File: config.mk
export PLATFORM = sky130hd
export DESIGN_NAME = mvb_split_items
export DESIGN_NICKNAME = d
export VERILOG_FILES = /design/src/rtl/mvb_split_items.sv
export SDC_FILE = /design/constraint.sdc
export NUM_CORES = 1
export LEC_CHECK = 0
export BUFFER_PORTS_ARGS = -buffer_cell sky130_fd_sc_hd__buf_2
export CELL_PAD_IN_SITES_DETAIL_PLACEMENT = 1
export CELL_PAD_IN_SITES_GLOBAL_PLACEMENT = 1
export CORE_MARGIN = 3
export CORE_UTILIZATION = 34
export CTS_CLUSTER_SIZE = 8
export DETAILED_ROUTE_END_ITERATION = 10
export PLACE_DENSITY_LB_ADDON = 0.1
export SLEW_MARGIN = 15
export SYNTH_ARGS = -nofsm -noshare
export SYNTH_HDL_FRONTEND = slang
export SYNTH_SLANG_ARGS = --single-unit
File: constraint.sdc
create_clock -name CLK -period 2.5 [get_ports CLK]
set_input_delay 0.125 -clock CLK [delete_from_list [all_inputs] [get_ports CLK]]
set_output_delay 0.125 -clock CLK [all_outputs]
set_load 0.01 [all_outputs]
File: src/rtl/mvb_split_items.sv
// mvb_split_items: forks every MVB item into its low part (TX0) and high part (TX1),
// tracking completion per branch. Optional macro: MVB_SPLIT_ITEMS_DROP_EMPTY_EN.
module mvb_split_items #(
    parameter int ITEMS       = 4,
    parameter int ITEM_WIDTH0 = 8,
    parameter int ITEM_WIDTH1 = 8
) (
    input  logic                               CLK,
    input  logic                               RESET,
    input  logic [ITEMS*(ITEM_WIDTH0+ITEM_WIDTH1)-1:0] RX_DATA,
    input  logic [ITEMS-1:0]                   RX_VLD,
    input  logic                               RX_SRC_RDY,
    output logic                               RX_DST_RDY,
    output logic [ITEMS*ITEM_WIDTH0-1:0]       TX0_DATA,
    output logic [ITEMS-1:0]                   TX0_VLD,
    output logic                               TX0_SRC_RDY,
    input  logic                               TX0_DST_RDY,
    output logic [ITEMS*ITEM_WIDTH1-1:0]       TX1_DATA,
    output logic [ITEMS-1:0]                   TX1_VLD,
    output logic                               TX1_SRC_RDY,
    input  logic                               TX1_DST_RDY
);

    localparam int IW = ITEM_WIDTH0 + ITEM_WIDTH1;

    logic [ITEMS*IW-1:0] data_r;
    logic [ITEMS-1:0]    vld_r;
    logic                pend0_r;
    logic                pend1_r;
    logic                done0_s;
    logic                done1_s;
    logic                free_s;
    logic                rx_xfer_s;
    logic                load_pend_s;

`ifdef MVB_SPLIT_ITEMS_DROP_EMPTY_EN
    // A word without any valid item is consumed but never presented downstream.
    assign load_pend_s = |RX_VLD;
`else
    assign load_pend_s = 1'b1;
`endif

    // Per-branch completion and the "register may take a new word" condition.
    always_comb begin
        done0_s    = pend0_r & TX0_DST_RDY;
        done1_s    = pend1_r & TX1_DST_RDY;
        free_s     = (~pend0_r | done0_s) & (~pend1_r | done1_s);
        RX_DST_RDY = free_s & ~RESET;
        rx_xfer_s  = RX_SRC_RDY & RX_DST_RDY;
    end

    // Word register and pending flags; a new word loads on the edge the old one completes.
    always_ff @(posedge CLK) begin
        if (RESET) begin
            data_r  <= {(ITEMS*IW){1'b0}};
            vld_r   <= {ITEMS{1'b0}};
            pend0_r <= 1'b0;
            pend1_r <= 1'b0;
        end else if (rx_xfer_s) begin
            data_r  <= RX_DATA;
            vld_r   <= RX_VLD;
            pend0_r <= load_pend_s;
            pend1_r <= load_pend_s;
        end else begin
            pend0_r <= pend0_r & ~done0_s;
            pend1_r <= pend1_r & ~done1_s;
        end
    end

    // Slice each registered item into its low and high halves.
    always_comb begin
        TX0_DATA = {(ITEMS*ITEM_WIDTH0){1'b0}};
        TX1_DATA = {(ITEMS*ITEM_WIDTH1){1'b0}};
        for (int i = 0; i < ITEMS; i++) begin
            TX0_DATA[i*ITEM_WIDTH0 +: ITEM_WIDTH0] = data_r[i*IW +: ITEM_WIDTH0];
            TX1_DATA[i*ITEM_WIDTH1 +: ITEM_WIDTH1] = data_r[i*IW+ITEM_WIDTH0 +: ITEM_WIDTH1];
        end
    end

    assign TX0_VLD     = vld_r;
    assign TX1_VLD     = vld_r;
    assign TX0_SRC_RDY = pend0_r;
    assign TX1_SRC_RDY = pend1_r;

endmodule
==> summary.txt <==
Logic synthesis
  • Avg Cell Area, Syn: 8.90 um2
  • Synth Net Count: 396
  • Sequential share of the synthesized area: 48.7%
  • Post-Syn Instances: 323
  • YS warnings: 0
  • Distinct cells, synth: 17
  • Synth Register Bits: 70
  • Post-Syn Area: 2880 um2
  • Post-synth top area cell: dfxtp_1
  • Area contributors post-synth: dfxtp_1, o311ai_0, inv_1, o21ai_0, o311ai_1
  • Top-area cell type share of the netlist area: 48.7%

Drt
  • TritonRoute pass-1 iters: 4
  • Initial drt markers: 82
  • Vias: 2867
  • Final ANT Viol Nets: 0
  • Wire per inst: 16.1 um
  • Via-to-Cell Ratio: 5.18
  • Post-Route WL: 8920 um
  • DRC Markers: 0

Clocking
  • Hold_buf cts: 0
  • Num Clock Sinks: 70
  • Setup bufs post-CTS: 0
  • CTS root buf: clkbuf_8
  • Total CTS buffers: 9
  • Skew-Pair Late Insertion Delay: 340 ps
  • Reg clk slew, reported paths: 70 ps
  • Resized Gates After CTS: 0
  • H-tree Lvls: 3
  • Max Root-Sink Buffers: 2
  • CTS tree: built

Power
  • Pwr dens: 631 nW/um2
  • Peak supply drop: 0.217 mV
  • Logic pwr share: 14.4%
  • Sequential Power Share: 51.7%
  • Overall power: 0.00238 W
  • Sw power: 0.000637 W
  • Leakage: 1.92 nW
  • Pint: 0.00174 W
  • Switching share of power: 26.8%
  • Clock share of power: 33.9%

Floorplanning
  • Chip height: 98.0 um
  • Top-level port count: 148
  • Core Rows: 32
  • Die area: 9600 um2
  • Die W: 98.0 um
  • Initial Util: 36.1%
  • Core Region: 7970 um2

Placed design
  • Pre-CTS WS: 962 ps
  • Dpl hpwl: 5860 um
  • # placed instances: 538
  • Port Buf Inserts: 147
  • GPL Wtd Cong: 0.693

STA
  • PnR worst setup slack: 677 ps
  • Hold_ws: 25.3 ps
  • Setup Viol. Count Final: 0
  • RSZ-0062 raised after global routing: false
  • Highest Clock Rate: 0.549 GHz
  • Final slew viol count: 0
  • Post-route setup TNS: 0 ps
  • Worst-margin pin slew: 1050 ps
  • Final hold vios: 0
  • Tmin final: 1820 ps
  • Relative slew slack: 30.2%
  • Final worst path period share: 72.9%
  • Worst Skew: 8.07 ps

Critical path
  • CP Launch Type: flop
  • CP Class: flop to primary output
  • Setup crit end kind: primary output
  • Critical-path maximum fanout: 48
  • Reg2reg start: TX1_SRC_RDY
  • Arr. time, crit path: 1700 ps
  • Critical Path Source: TX1_SRC_RDY
  • Worst EP required: 2380 ps

Cells and area
  • Syn-to-layout area delta: 31.1%
  • Register area: 1400 um2
  • Multi-input gate area: 1010 um2
  • Share of cells above drive strength 1: 37.5%
  • Number of antenna diodes: 0
  • FILL cells: 998
  • Non-filler instance count after layout: 553
  • Layout Nets: 520

Global routing
  • Antenna violations before repair: 0
  • Largest net degree at the start of global routing: 69
  • GR Util All Layers: 18.0%
  • First-pass GRT wire length: 14200 um
  • Vias in the first global route: 2900
  • Gr ovfl total: 0

Worst hold path
  • HP Class: input port to flop
  • Hold path start: RESET

Run status
  • Status: complete, no violations

Flow run
  • # Max-Cap Violations: 0
[area by class of cell]
cell class / count / area share (%)
Clock inverter: 1 / 0.133
Timing Repair Buffer: 152 / 21.2
Sequential cell: 70 / 37.2
Clock buffer: 14 / 4.31
Inverter: 70 / 6.97
Multi-Input combinational cell: 144 / 26.9
Tap cell: 102 / 3.39
[metal layers]
layer | vias up | track usage (%) | wire length [um] | share of wire, %
met5 | - | 0 | 0 | 0
met4 | 0 | 6.50 | 123 | 1.4
met3 | 10 | 4.71 | 663 | 7.4
met2 | 113 | 28.9 | 4160 | 47
met1 | 1336 | 23.3 | 3970 | 44
li1 | 1408 | - | - | -
[Yosys cell counts, drive strengths merged]
cell    instances
dfxtp          70
clkbuf         22
o311ai         68
nor3            1
nand2b          2
a21oi           2
o21ai          68
nor2b           2
buf            17
nand4           1
inv            70
[cells in the final DEF, fill, tap and decap left out, types with 2 or more instances in the layout]
cell / synthesis / layout
o21ai_0: 39 / 39
clkbuf_8: 0 / 11
a21oi_1: 2 / 2
o21ai_1: 29 / 29
buf_12: 0 / 2
dfxtp_1: 70 / 70
inv_2: 2 / 2
o311ai_1: 20 / 20
nand2b_1: 2 / 2
buf_4: 4 / 3
nor2b_4: 2 / 2
inv_1: 68 / 68
o311ai_0: 48 / 48
buf_2: 9 / 147
clkbuf_1: 18 / 3
[path summary, 6_finish.rpt]
kind,endpoint,cells past startpoint,slack (ps)
setup reg to reg,data_r[55],4,1000
hold / removal,TX0_SRC_RDY,2,30
setup / recovery,RX_DST_RDY,4,680
hold reg to reg,data_r[42],2,470
[critical path, cell delays in order (launching register included)]
cell and delay [ps]:
dfxtp_1 360, nor2b_4 480, buf_12 300, nor3_1 60
buf_2 150
[power by group through the flow]
stage          Combinational (W)  Sequential, W  Clock [W]
2_1_floorplan           0.000139        0.00129          0
4_1_cts                 0.000348        0.00123   0.000828
3_5_place_dp            0.000347        0.00125          0
6_report                0.000343        0.00123   0.000806
5_1_grt                 0.000380        0.00124   0.000879
3_3_place_gp            0.000340        0.00125          0
[state kept, by name, indices dropped and copies added (netlist names)]
signal	cells
TX0_SRC_RDY	1
TX0_VLD	4
TX1_SRC_RDY	1
data_r	64
[logic make-up after synthesis]
logic type,count (synthesis),synth area share (%)
simple gates,6,2.00
compound gates,138,32.9
buf+inv,109,16.4
flops,70,48.7
[metrics by stage]
step           utilization (%)  instance area [um2]
5_1_grt                   47.3                 3770
3_5_place_dp              45.2                 3600
4_1_cts                   47.3                 3770
6_report                  47.3                 3770
3_3_place_gp              45.2                 3600
2_1_floorplan                -                 2880
(Power assumes the default switching activity.)
